File: config.mk
export PLATFORM = sky130hd
export DESIGN_NAME = tropang_rom_loader_flat
export DESIGN_NICKNAME = d
export VERILOG_FILES = /design/src/rtl/tropang_pkg.sv /design/src/rtl/tropang_rom_loader_if.sv /design/src/rtl/tropang_region_decode.sv /design/src/rtl/tropang_rom_loader.sv /design/src/flat_wrapper.sv
export SDC_FILE = /design/constraint.sdc
export NUM_CORES = 1
export LEC_CHECK = 0
export BUFFER_PORTS_ARGS = -buffer_cell sky130_fd_sc_hd__buf_2
export CAP_MARGIN = 10
export CORE_UTILIZATION = 51
export CTS_CLUSTER_DIAMETER = 100
export DETAILED_ROUTE_END_ITERATION = 12
export PLACE_DENSITY = 0.76
export SLEW_MARGIN = 20
export SYNTH_ARGS = -nofsm -noshare
export SYNTH_HDL_FRONTEND = slang
export SYNTH_HIERARCHICAL = 1
export SYNTH_SLANG_ARGS = --single-unit
File: constraint.sdc
create_clock -name clk_sys -period 1.9 [get_ports clk_sys]
set_input_delay 0.285 -clock clk_sys [delete_from_list [all_inputs] [get_ports clk_sys]]
set_output_delay 0.285 -clock clk_sys [all_outputs]
set_load 0.01 [all_outputs]
File: src/rtl/tropang_pkg.sv
// Shared constants for the Tropical Angel ROM loader: region map, ioctl indices, loader states.
package tropang_pkg;

  localparam int NREG = 5;

  typedef enum logic [2:0] {
    REG_CPU,
    REG_SND,
    REG_TIL,
    REG_SPR,
    REG_PRM
  } region_e;

  localparam int unsigned REG_SIZE [NREG] = '{32768, 4096, 24576, 49152, 576};
  localparam int unsigned REG_BASE [NREG] = '{32'h00000, 32'h08000, 32'h09000, 32'h0F000, 32'h1B000};
  localparam int unsigned TOTAL_ROM = 32'h1B240;

  localparam logic [7:0] IDX_ROM = 8'd0;
  localparam logic [7:0] IDX_DIP = 8'd254;

  typedef enum logic [1:0] {
    ST_IDLE,
    ST_LOAD,
    ST_CHECK
  } load_state_e;

endpackage

File: src/rtl/tropang_rom_loader_if.sv
// ioctl download stream in, per-region ROM write bus out.
interface tropang_rom_loader_if;
  logic                            ioctl_download;
  logic                            ioctl_wr;
  logic [24:0]                     ioctl_addr;
  logic [7:0]                      ioctl_dout;
  logic [7:0]                      ioctl_index;
  logic [tropang_pkg::NREG-1:0]    rom_we;
  logic [15:0]                     rom_addr;
  logic [7:0]                      rom_data;

  modport master (
    output ioctl_download, ioctl_wr, ioctl_addr, ioctl_dout, ioctl_index,
    input  rom_we, rom_addr, rom_data
  );

  modport slave (
    input  ioctl_download, ioctl_wr, ioctl_addr, ioctl_dout, ioctl_index,
    output rom_we, rom_addr, rom_data
  );
endinterface

File: src/rtl/tropang_region_decode.sv
// Combinational byte-address to one-hot region decode with in-region offset.
module tropang_region_decode
  import tropang_pkg::*;
#(
  parameter int unsigned BASE [NREG] = REG_BASE,
  parameter int unsigned SIZE [NREG] = REG_SIZE
) (
  input  logic            en,
  input  logic [24:0]     addr,
  output logic [NREG-1:0] sel,
  output logic [15:0]     offset,
  output logic            overrun
);

  logic hit;

  // Regions are contiguous and ascending, so the first end above addr wins.
  always_comb begin
    sel     = '0;
    offset  = '0;
    hit     = 1'b0;
    overrun = 1'b0;
    for (int k = 0; k < NREG; k++) begin
      if (!hit && (addr < 25'(BASE[k] + SIZE[k]))) begin
        sel[k] = en;
        offset = 16'(addr - 25'(BASE[k]));
        hit    = 1'b1;
      end
    end
    overrun = en && !hit;
  end

endmodule

File: src/rtl/tropang_rom_loader.sv
// Routes ioctl ROM/DIP downloads to region write ports and gates core reset on a complete ROM set.
// Optional TROPANG_ROM_SUM_EN adds a 16-bit additive checksum output rom_sum.
//
// state   | meaning
// IDLE    | waiting for a ROM download; core_reset follows !rom_ok
// LOAD    | ROM bytes streaming; counters and overrun flag accumulate
// CHECK   | one cycle: judge counters and overrun, publish rom_ok/rom_err
module tropang_rom_loader
  import tropang_pkg::*;
#(
  parameter int unsigned CPU_SIZE = REG_SIZE[REG_CPU],
  parameter int unsigned SND_SIZE = REG_SIZE[REG_SND],
  parameter int unsigned TIL_SIZE = REG_SIZE[REG_TIL],
  parameter int unsigned SPR_SIZE = REG_SIZE[REG_SPR],
  parameter int unsigned PRM_SIZE = REG_SIZE[REG_PRM]
) (
  input  logic                clk_sys,
  input  logic                reset_n,
  tropang_rom_loader_if.slave io,
  output logic [63:0]         dip_sw,
  output logic                rom_ok,
  output logic                rom_err,
  output logic                core_reset
`ifdef TROPANG_ROM_SUM_EN
  ,
  output logic [15:0]         rom_sum
`endif
);

  localparam int unsigned SIZE [NREG] = '{CPU_SIZE, SND_SIZE, TIL_SIZE, SPR_SIZE, PRM_SIZE};
  localparam int unsigned BASE [NREG] = '{0, CPU_SIZE, CPU_SIZE + SND_SIZE,
                                          CPU_SIZE + SND_SIZE + TIL_SIZE,
                                          CPU_SIZE + SND_SIZE + TIL_SIZE + SPR_SIZE};

  localparam logic [1:0] S_IDLE  = ST_IDLE;
  localparam logic [1:0] S_LOAD  = ST_LOAD;
  localparam logic [1:0] S_CHECK = ST_CHECK;

  logic [1:0]      state;
  logic            dl_q;
  logic            overrun;
  logic [NREG-1:0] sel;
  logic [NREG-1:0] wr_sel;
  logic [NREG-1:0] full;
  logic [15:0]     offset;
  logic            ovr_hit;
  logic            rom_sel;
  logic            rise;
  logic            fall;
  logic            enter_load;
  logic            ovr_wr;
  logic            dip_wr;
  logic            load_ok;

  assign rom_sel    = io.ioctl_download && (io.ioctl_index == IDX_ROM);
  assign wr_sel     = {NREG{io.ioctl_wr}} & sel;
  assign ovr_wr     = io.ioctl_wr && ovr_hit;
  assign rise       = io.ioctl_download && !dl_q;
  assign fall       = !io.ioctl_download && dl_q;
  assign enter_load = (state == S_IDLE) && rise && (io.ioctl_index == IDX_ROM);
  assign dip_wr     = io.ioctl_wr && (io.ioctl_index == IDX_DIP) && (io.ioctl_addr[24:3] == 22'd0);
  assign load_ok    = (&full) && !overrun;

  tropang_region_decode #(
    .BASE (BASE),
    .SIZE (SIZE)
  ) u_decode (
    .en      (rom_sel),
    .addr    (io.ioctl_addr),
    .sel     (sel),
    .offset  (offset),
    .overrun (ovr_hit)
  );

  always_ff @(posedge clk_sys or negedge reset_n) begin
    if (!reset_n) begin
      io.rom_we   <= '0;
      io.rom_addr <= '0;
      io.rom_data <= '0;
      dip_sw      <= '0;
      dl_q        <= 1'b0;
    end else begin
      io.rom_we <= wr_sel;
      dl_q      <= io.ioctl_download;
      if (|wr_sel) begin
        io.rom_addr <= offset;
        io.rom_data <= io.ioctl_dout;
      end
      if (dip_wr) dip_sw[{io.ioctl_addr[2:0], 3'b000} +: 8] <= io.ioctl_dout;
    end
  end

  // Byte counters saturate at the region size; a strobe on the LOAD entry cycle counts as the first byte.
  for (genvar k = 0; k < NREG; k++) begin : g_cnt
    localparam int W = $clog2(SIZE[k]) + 1;
    localparam logic [W-1:0] FULL = W'(SIZE[k]);
    logic [W-1:0] cnt;

    always_ff @(posedge clk_sys or negedge reset_n) begin
      if (!reset_n) begin
        cnt <= '0;
      end else if (enter_load) begin
        cnt <= wr_sel[k] ? W'(1) : '0;
      end else if (wr_sel[k] && (cnt != FULL)) begin
        cnt <= cnt + W'(1);
      end
    end

    assign full[k] = (cnt == FULL);
  end

  always_ff @(posedge clk_sys or negedge reset_n) begin
    if (!reset_n) begin
      state      <= S_IDLE;
      overrun    <= 1'b0;
      rom_ok     <= 1'b0;
      rom_err    <= 1'b0;
      core_reset <= 1'b1;
    end else begin
      if (io.ioctl_download || (state != S_IDLE)) core_reset <= 1'b1;
      else                                        core_reset <= !rom_ok;

      if (enter_load)  overrun <= ovr_wr;
      else if (ovr_wr) overrun <= 1'b1;

      case (state)
        S_IDLE: begin
          if (enter_load) begin
            state   <= S_LOAD;
            rom_ok  <= 1'b0;
            rom_err <= 1'b0;
          end
        end
        S_LOAD: begin
          if (fall) state <= S_CHECK;
        end
        S_CHECK: begin
          rom_ok  <= load_ok;
          rom_err <= !load_ok;
          state   <= S_IDLE;
        end
        default: state <= S_IDLE;
      endcase
    end
  end

`ifdef TROPANG_ROM_SUM_EN
  always_ff @(posedge clk_sys or negedge reset_n) begin
    if (!reset_n) begin
      rom_sum <= '0;
    end else if (enter_load) begin
      rom_sum <= (|wr_sel) ? {8'h00, io.ioctl_dout} : 16'h0000;
    end else if ((state == S_LOAD) && (|wr_sel)) begin
      rom_sum <= rom_sum + {8'h00, io.ioctl_dout};
    end
  end
`endif

endmodule

File: src/flat_wrapper.sv
// flat-port wrapper written by rule: the top's interface ports become plain ports
module tropang_rom_loader_flat import tropang_pkg::*;
#(
  parameter int unsigned CPU_SIZE = REG_SIZE[REG_CPU],
  parameter int unsigned SND_SIZE = REG_SIZE[REG_SND],
  parameter int unsigned TIL_SIZE = REG_SIZE[REG_TIL],
  parameter int unsigned SPR_SIZE = REG_SIZE[REG_SPR],
  parameter int unsigned PRM_SIZE = REG_SIZE[REG_PRM]
)
  (clk_sys, reset_n, dip_sw, rom_ok, rom_err, core_reset, io_ioctl_download, io_ioctl_wr, io_ioctl_addr, io_ioctl_dout, io_ioctl_index, io_rom_we, io_rom_addr, io_rom_data);
  tropang_rom_loader_if io_i ();
  input  logic clk_sys;
  input  logic reset_n;
  output logic [63:0] dip_sw;
  output logic rom_ok;
  output logic rom_err;
  output logic core_reset;
  input wire logic [$bits(io_i.ioctl_download)-1:0] io_ioctl_download;
  input wire logic [$bits(io_i.ioctl_wr)-1:0] io_ioctl_wr;
  input wire logic [$bits(io_i.ioctl_addr)-1:0] io_ioctl_addr;
  input wire logic [$bits(io_i.ioctl_dout)-1:0] io_ioctl_dout;
  input wire logic [$bits(io_i.ioctl_index)-1:0] io_ioctl_index;
  output wire logic [$bits(io_i.rom_we)-1:0] io_rom_we;
  output wire logic [$bits(io_i.rom_addr)-1:0] io_rom_addr;
  output wire logic [$bits(io_i.rom_data)-1:0] io_rom_data;
  assign io_i.ioctl_download = io_ioctl_download;
  assign io_i.ioctl_wr = io_ioctl_wr;
  assign io_i.ioctl_addr = io_ioctl_addr;
  assign io_i.ioctl_dout = io_ioctl_dout;
  assign io_i.ioctl_index = io_ioctl_index;
  assign io_rom_we = io_i.rom_we;
  assign io_rom_addr = io_i.rom_addr;
  assign io_rom_data = io_i.rom_data;
  tropang_rom_loader #(.CPU_SIZE(CPU_SIZE), .SND_SIZE(SND_SIZE), .TIL_SIZE(TIL_SIZE), .SPR_SIZE(SPR_SIZE), .PRM_SIZE(PRM_SIZE)) u_core (.clk_sys(clk_sys), .reset_n(reset_n), .io(io_i), .dip_sw(dip_sw), .rom_ok(rom_ok), .rom_err(rom_err), .core_reset(core_reset));
endmodule
# Word level (Yosys, flattened, before mapping)

Index checks and enable logic that the tools add are counted.

Flip-flop bits (word level): 173
Output and inout port bits: 96

Add/sub/neg operators: 10
Magnitude comparators: 5
Equality and inequality tests: 15
Shift-type cells: 2
Muxes and demuxes: 40
Bitwise operators: 1
Reductions and logical operators: 45

Operators with widths:

| operator                                                      | number |
|---|---|
| 2-to-1 mux 16 bit                                             | 9 |
| less-than comparator 25 x 16 -> 1 bit (second input constant) | 3 |
| bitwise mux 64 bit                                            | 1 |
| variable shift 8 x 8 -> 64 bit (first input constant)         | 1 |
| indexed part select 8 x 8 -> 64 bit                           | 1 |
| subtractor 16 bit (second input constant)                     | 4 |
| less-than comparator 25 x 17 -> 1 bit (second input constant) | 2 |
| 2-to-1 mux 17 bit                                             | 2 |
| adder 16 x 1 -> 16 bit (second input constant)                | 2 |
| 2-to-1 mux 13 bit                                             | 2 |
| logical NOT 22 bit                                            | 1 |
| 2-to-1 mux 11 bit                                             | 2 |
| logical AND 1 bit                                             | 19 |
| 2-to-1 mux 1 bit                                              | 19 |
| adder 17 x 1 -> 17 bit (second input constant)                | 1 |
| equality test 17 x 16 -> 1 bit (second input constant)        | 1 |
| inequality test 17 x 16 -> 1 bit (second input constant)      | 1 |
| equality test 16 x 15 -> 1 bit (second input constant)        | 1 |
| equality test 16 bit (second input constant)                  | 1 |
| inequality test 16 x 15 -> 1 bit (second input constant)      | 1 |
| inequality test 16 bit (second input constant)                | 1 |
| nonzero test 2 bit                                            | 8 |
| adder 13 x 1 -> 13 bit (second input constant)                | 1 |
| equality test 13 bit (second input constant)                  | 1 |
| other kinds (20)                                              | 33 |

# Longest topological paths before layout

Gate-level depths: netlist (run 1).

Depth after elaboration: 19
Mapped depth: 10
Depth with buffers taken out: 9

# Hierarchy

The synthesis (run 1) kept the hierarchy.

By module, submodules not included:

| module                | instances | cells each | area each (um^2) | sequential area each (um^2) |
|---|---|---|---|---|
| tropang_rom_loader    | 1         | 684        | 8070.2           | 4330.4 |
| tropang_region_decode | 1         | 65         | 445.4            | 0.0 |

# Worst setup path before layout (run 1)

Ideal clock, no wire load.

Path kind: input to register
Start point: input port io_ioctl_index[2]
End point: register u_core.g_cnt[2].cnt[15]
Setup time: 78 ps
Arrival time: 2769 ps
Required time: 1822 ps
Slack: -947 ps
Stages: 9
Cell sequence: nor4_1 -> and3_1 -> inv_1 -> nor3_1 -> nand3_1 -> or4_1 -> buf_2 -> or4_1 -> a21oi_1

Word-level cells in the longest chain between the ends: 6
Elaborated cells on any way between the ends: 8
Those cells by class: 2 x mux; 1 x bitwise; 5 x reduce/logical

Ends and longest elaborated chain:

| element                             | line                        | source |
|---|---|---|
| start, declared                     | flat_wrapper.sv:22          | `input wire logic [$bits(io_i.ioctl_index)-1:0] io_ioctl_index;` |
| logical NOT 8 bit                   | tropang_rom_loader.sv:55    | `assign rom_sel = io.ioctl_download && (io.ioctl_index == IDX_ROM);` |
| logical AND 1 bit                   | tropang_rom_loader.sv:55    |  |
| net u_core.rom_sel                  | tropang_rom_loader.sv:47    | `logic rom_sel;` |
| 2-to-1 mux 1 bit                    | tropang_region_decode.sv:24 | `if (!hit && (addr < 25'(BASE[k] + SIZE[k]))) begin` |
| net u_core.sel[2]                   | tropang_rom_loader.sv:42    | `logic [NREG-1:0] sel;` |
| AND 5 bit                           | tropang_rom_loader.sv:56    | `assign wr_sel = {NREG{io.ioctl_wr}} & sel;` |
| logical AND 1 bit                   | tropang_rom_loader.sv:104   | `end else if (wr_sel[k] && (cnt != FULL)) begin` |
| nonzero test 2 bit (no source line) | -                           |  |
| end signal, assigned                | tropang_rom_loader.sv:103   | `cnt <= wr_sel[k] ? W'(1) : '0;` |
| end signal, assigned                | tropang_rom_loader.sv:105   | `cnt <= cnt + W'(1);` |
| end, declared                       | tropang_rom_loader.sv:97    | `logic [W-1:0] cnt;` |

The timed path passes the listed nets, and every way through them passes these cells.
A chain may end at the register's enable or synchronous reset.

# Final worst setup path (run 1)

Start point: register u_core.g_cnt[0].cnt[12]
End point: register u_core.rom_err

Word-level cells in the longest chain between the ends: 5

Ends and longest elaborated chain:

| element                         | line                      | source |
|---|---|---|
| start, declared                 | tropang_rom_loader.sv:97  |  |
| start signal, assigned          | tropang_rom_loader.sv:103 |  |
| start signal, assigned          | tropang_rom_loader.sv:105 |  |
| equality test 16 bit            | tropang_rom_loader.sv:109 | `assign full[k] = (cnt == FULL);` |
| AND reduction 5 bit             | tropang_rom_loader.sv:62  | `assign load_ok = (&full) && !overrun;` |
| logical AND 1 bit               | tropang_rom_loader.sv:62  |  |
| logical NOT 1 bit               | tropang_rom_loader.sv:139 | `rom_err <= !load_ok;` |
| case mux 1 bit (2 select lines) | tropang_rom_loader.sv:126 | `case (state)` |
| end signal, assigned            | tropang_rom_loader.sv:139 |  |
| end, declared                   | tropang_rom_loader.sv:22  | `output logic rom_err,` |

Every way passes these cells.

==> impl_metrics.json, run 1 <==
{
  "cp_max_fo": 5,
  "wl_per_cell_um": 18.1,
  "wl_met1_um": 9970,
  "maxCapViolCount": 0,
  "routabilityCongestion": 0.897,
  "finalHoldViolations": 0,
  "ir_drop_mv": 0.663,
  "powerDensity_nw_per_um2": 650,
  "dr_wl_met3_um": 1240,
  "startpoint": "u_core/g_cnt[0].cnt[12]$_DFFE_PN0P_",
  "io_buffers": 140,
  "cts.sinks": 173,
  "r2r_cells": 4,
  "drive_gt1_frac": 0.487,
  "fmax_ghz": 0.476,
  "timing.rr.end": "u_core/rom_err$_DFFE_PN0P_",
  "dp.final_hpwl_um": 16100,
  "clock_latency_ns": 0.44,
  "dieArea_um2": 17200,
  "synth_ff_type": "dfrtp_1",
  "cp-end-kind": "flop",
  "crit_path_end": "u_core/rom_err$_DFFE_PN0P_",
  "synth.top_cells.by_area": "dfrtp_1 (51%), mux2_2 (11%), xnor2_1 (2.9%), nor2_1 (2.3%), nor4_1 (2.1%)",
  "dr.max_layer_used": "met4",
  "yosysUniqueCellTypes": 65,
  "synthToLayoutAreaGrowth_pct": 40.4,
  "ys_warn_count": 6,
  "clk_path_buf_depth": 2,
  "h-tree-depth": 4,
  "worst_slack_ns": -0.199,
  "first_global_vias": 7506,
  "initial_core_util": 0.528,
  "root_buffer": "clkbuf_16",
  "drt_wl_total_um": 23100,
  "worstPathRequired_ns": 2.23,
  "synth_fp_nets": 808,
  "grt_overflow": 0,
  "hp-class": "input port to flop",
  "grt_pass1_wl_um": 38000,
  "vias": 7288,
  "post-route-period-util": 1.10,
  "antenna_found_initial": 0,
  "timing.final.crit_period_ns": 2.10,
  "synth-seq-cells": 173,
  "n_antenna_cell": 0,
  "drt-initial-drc-count": 488,
  "synth_common_cells": "dfrtp_1 (172), mux2_2 (80), nor2_1 (52)",
  "io_pins": 141,
  "place_ws_ns": -0.670,
  "maxSlewViolCount": 0,
  "violations": "setup timing",
  "dp.cells": 1237,
  "multi_input_area_um2": 4540,
  "first_pass_iters": 6,
  "async_reset_ff_frac": 1.00,
  "synth_seq_area_share": 0.509,
  "ant_nets": 0,
  "cp.arrival_ns": 2.43,
  "critPathKind": "flop to flop",
  "slew_headroom": 0.642,
  "cts_buffers": 17,
  "nFillCells": 1029,
  "synth-edff-count": 0,
  "drc": 0,
  "status": "complete, but fails checks",
  "fin_cells": 1275,
  "core-area_um2": 16100,
  "rsz0062_at_grt": "yes",
  "num-nets-final": 1105,
  "synthCells": 749,
  "clk_pin_slew_ns": 0.07,
  "cts_tree": "done",
  "ff_latch_area_um2": 4330,
  "worstMarginPinSlew_ns": 0.532,
  "p_leak_nw": 5.98,
  "finClkSkew_ns": 0.00624,
  "fp-row-count": 46,
  "synth_top_cell_by_area": "dfrtp_1",
  "yosys.area.top_type_share": 0.505,
  "setup_viol": 42,
  "synth_area_um2": 8520,
  "grt_max_degree": 59,
  "ff2ff_setup_slack_ns": -0.20,
  "wl_met2_um": 11400,
  "cp-start-kind": "flop",
  "fin_area_um2": 12000,
  "routed_via_density": 5.72,
  "setup_tns_ns": -3.12,
  "dieHeight_um": 131,
  "die_w_um": 131,
  "synth_most_common_cell": "dfrtp_1",
  "placedInstanceArea_um2": 10900,
  "postSynthAreaPerCell_um2": 11.4,
  "grtUsageTotal": 0.280,
  "timing.rr.start": "u_core/g_cnt[0].cnt[12]$_DFFE_PN0P_"
}
[stage by stage]
stage          hold WS, ns   util  power, mW
5_1_grt             0.0131  0.742       8.04
3_5_place_dp         0.245  0.679       4.23
6_report            0.0292  0.742       7.77
4_1_cts             0.0170  0.727       7.81
3_3_place_gp         0.244  0.679       4.22
2_1_floorplan      -0.0106      -       3.92
[where the power goes]
part / switching, mW / total [mW] / internal, mW
Combinational: 0.278 / 0.466 / 0.188
Sequential: 0.00941 / 3.70 / 3.69
Clock: 1.70 / 3.60 / 1.91
[sequential cells by signal, indices dropped and copies added (netlist names), 2 cells and up]
register and flops:
u_core/dip_sw 64, u_core/io.rom_we 5, u_core/state 2, u_core/io.rom_data 8, u_core/g_cnt.cnt 73, u_core/io.rom_addr 16
[what timing repair did]
| action | in CTS | in global routing |
|---|---|---|
| gates resized for setup | 26 | 46 |
| pin swaps | 15 | 13 |
| hold endpoints to repair | 40 | 0 |
| setup buffers | 4 | 1 |
| hold buffers | 1 | 0 |
| setup endpoints to repair | 55 | 68 |
[routing by layer]
layer,vias to the layer above,GRT usage
met3,38,0.0667
met1,3659,0.363
li1,3355,-
met2,236,0.458
met4,0,0.100
met5,-,0
[worst min-delay path by stage]
stage / from / to / slack [ns] / depth (start not counted)
after floorplan: reset_n / u_core/dip_sw[0]$_DFFE_PN0P_ / -0.01 / 0
after global placement: reset_n / u_core/g_cnt[1].cnt[9]$_DFFE_PN0P_ / 0.24 / 1
after detailed placement: reset_n / u_core/g_cnt[1].cnt[9]$_DFFE_PN0P_ / 0.24 / 1
after CTS: io_ioctl_download / u_core/dl_q$_DFF_PN0_ / 0.02 / 1
after global routing: io_ioctl_download / u_core/dl_q$_DFF_PN0_ / 0.01 / 1
final: io_ioctl_download / u_core/dl_q$_DFF_PN0_ / 0.03 / 1
[cell usage in the layout (no fill, tap or decap), types with 13 or more instances in the layout]
master	instances
buf_4	140
buf_2	137
a21oi_1	18
nor4_4	15
nor4_1	14
nor2_1	52
xnor2_1	27
o21ai_0	19
inv_1	27
nand3_1	23
nand4_1	28
dfrtp_1	172
mux2_2	56
mux2_4	32
and2_1	13
nand2_1	39
clkbuf_16	17
[critical path, stage by stage, from the launching register on]
cell     delay [ns]
dfrtp_1        0.44
nor4_1         0.53
nand4_1        0.26
or4_4          0.57
o21ba_1        0.19
[kinds of logic (layout without fill, tap and decap cells)]
kind of cell | count (synthesis) | count (layout) | share of synthesized area
AND/OR/NAND/NOR | 293 | 293 | 0.214
XOR/XNOR | 39 | 39 | 0.0401
multiplexers | 91 | 91 | 0.123
flip-flops | 173 | 173 | 0.509
buffers and inverters | 52 | 362 | 0.0282
adder cells (fa/ha/maj) | 14 | 14 | 0.0206
AO/OA/AOI/OAI | 87 | 87 | 0.0649
[final cells by class]
| cell class | instances | share of cell area |
|---|---|---|
| inverters | 33 | 0.0129 |
| flip-flops and latches | 173 | 0.362 |
| clock buffers | 17 | 0.0356 |
| repair buffers | 297 | 0.170 |
| multi-input cells | 524 | 0.380 |
| clock inverters | 15 | 0.0166 |
| well taps | 216 | 0.0226 |
(Power assumes the default switching activity.)
==> inputs of run 2 (changes only) <==
Settings changed: CORE_MARGIN set to 4, CORE_UTILIZATION 51 to 40, PLACE_DENSITY 0.76 to unset.
==> run 2 against run 1 <==
- the run still ends with setup timing left
- core utilization fell by 14 points
- sequential cell count did not move
- first-iteration DRC count down 37%
- wire length is 4.5% higher
- register-to-register slack better by 0.04 ns
- die area increased by 38%
- critical endpoint is now u_core/g_cnt[1].cnt[11]$_DFFE_PN0P_
==> impl_metrics.json, run 2 (synthesis gave the netlist of run 1 again) <==
{
  "clk_pin_slew_ns": 0.07,
  "drt-initial-drc-count": 307,
  "status": "complete, but fails checks",
  "maxCapViolCount": 0,
  "post-route-period-util": 1.11,
  "vias": 7211,
  "grtUsageTotal": 0.201,
  "fp-row-count": 53,
  "dp.cells": 1311,
  "num-nets-final": 1145,
  "antenna_found_initial": 0,
  "drc": 0,
  "violations": "setup timing",
  "critPathKind": "input port to flop",
  "layout_commonest_cell": "dfrtp_1",
  "clock_latency_ns": 0.43,
  "ant_nets": 0,
  "drt_wl_total_um": 24200,
  "grt_overflow": 0,
  "worstMarginPinSlew_ns": 0.557,
  "swShare": 0.258,
  "finClkSkew_ns": 0.00990,
  "p_leak_nw": 6.39,
  "largest_reg_flops": 73,
  "grt_pass1_wl_um": 38500,
  "root_buffer": "clkbuf_16",
  "cp.arrival_ns": 2.46,
  "dieArea_um2": 23700,
  "hp-class": "input port to flop",
  "power_switching_mw": 1.98,
  "cp-end-kind": "flop",
  "fmax_ghz": 0.475,
  "intPower_mw": 5.71,
  "core-area_um2": 21000,
  "cp-start-kind": "input port",
  "wl_per_cell_um": 17.6,
  "die_w_um": 154,
  "powerDensity_nw_per_um2": 607,
  "rsz0062_at_grt": "yes",
  "drive_gt1_frac": 0.510,
  "regMostFlops": "u_core/g_cnt.cnt",
  "clkPwrFrac": 0.456,
  "first_pass_iters": 4,
  "routabilityCongestion": 0.839,
  "ir_drop_mv": 0.559,
  "place_ws_ns": -0.677,
  "seqPwrFrac": 0.482,
  "synthToLayoutAreaGrowth_pct": 48.9,
  "first_global_vias": 7235,
  "dieHeight_um": 154,
  "grt_max_degree": 53,
  "fin_cells": 1374,
  "dp.final_hpwl_um": 16700,
  "cts_tree": "done",
  "fin_util": 0.605,
  "fin_area_um2": 12700,
  "final_cell_mix": "dfrtp_1 (172), buf_4 (164), buf_2 (133)",
  "combPwrFrac": 0.063,
  "worst_slack_ns": -0.206,
  "nFillCells": 1718,
  "placedInstanceArea_um2": 11100,
  "cts.sinks": 173,
  "initial_core_util": 0.406,
  "worstPathRequired_ns": 2.26,
  "n_antenna_cell": 0,
  "routed_via_density": 5.25,
  "p_total_mw": 7.69,
  "timing.final.crit_period_ns": 2.11,
  "cts_buffers": 17,
  "clk_path_buf_depth": 2,
  "io_pins": 141,
  "h-tree-depth": 4,
  "finalHoldViolations": 0,
  "slew_headroom": 0.629,
  "biggestRegsByFlops": "u_core/g_cnt.cnt x73, u_core/dip_sw x64, u_core/io.rom_addr x16",
  "maxSlewViolCount": 0,
  "cp_max_fo": 2,
  "io_buffers": 140,
  "setup_viol": 50
}
[run 2: power groups by stage]
stage               combinational [mW]  clock (mW)  sequential (mW)
CTS                              0.479        3.58             3.70
detailed placement               0.462           0             3.78
global route                     0.533        3.75             3.71
finish                           0.481        3.51             3.70
global placement                 0.461           0             3.78
floorplan                        0.139           0             3.78
[run 2: through the flow]
| stage | TNS, ns | hold WS (ns) |
|---|---|---|
| after floorplan | -25.77 | -0.0106 |
| after global placement | -58.46 | 0.282 |
| after detailed placement | -62.33 | 0.281 |
| after CTS | -4.31 | 0.0893 |
| after global routing | -9.98 | 0.0923 |
| final | -5.52 | 0.112 |
[run 2: per-layer routing]
layer  part of all wire  routed length, µm  GRT usage  vias to the layer above
met1               0.46              11200      0.282                     3607
met2               0.49              11800      0.323                      143
li1                   -                  -          -                     3437
met5                  0                  0          0                        -
met3              0.036                882     0.0388                       24
met4              0.012                289     0.0496                        0
[run 2: critical path, cell delays in order]
cell	delay [ns]
buf_8	0.10
nor4_4	0.30
and3_4	0.26
buf_6	0.10
nand2_4	0.04
nor3_4	0.22
buf_4	0.15
nand3_2	0.09
or3_4	0.35
or4_1	0.44
a21oi_2	0.13
[run 2: path summary, 6_finish.rpt]
| check | cells past startpoint | slack [ns] | to | startpoint |
|---|---|---|---|---|
| max | 11 | -0.21 | u_core/g_cnt[1].cnt[11]$_DFFE_PN0P_ | io_ioctl_index[2] |
| min | 2 | 0.11 | u_core/dl_q$_DFF_PN0_ | io_ioctl_download |
| max reg2reg | 4 | -0.16 | u_core/rom_err$_DFFE_PN0P_ | u_core/g_cnt[4].cnt[8]$_DFFE_PN0P_ |
| min reg2reg | 1 | 0.50 | u_core/overrun$_DFFE_PN0P_ | u_core/overrun$_DFFE_PN0P_ |
| max in group asynchronous | 3 | 0.84 | u_core/core_reset$_DFF_PN1_ | reset_n |
| min in group asynchronous | 2 | 0.38 | u_core/g_cnt[4].cnt[1]$_DFFE_PN0P_ | reset_n |
[run 2: layout make-up]
class,instances,area [µm²],area share
multi-input cells,524,4770,0.376
flip-flops and latches,173,4330,0.341
clock inverters,14,165,0.0130
well taps,275,344,0.0271
inverters,33,159,0.0125
clock buffers,18,439,0.0346
repair buffers,337,2480,0.195
[run 2: timing repair]
item	in CTS	in global routing
pin swaps	24	56
endpoints found under the hold margin	46	0
cloned	2	1
buffers inserted	13	17
setup endpoints to repair	60	70
resized for setup	71	67
hold buffers	1	0
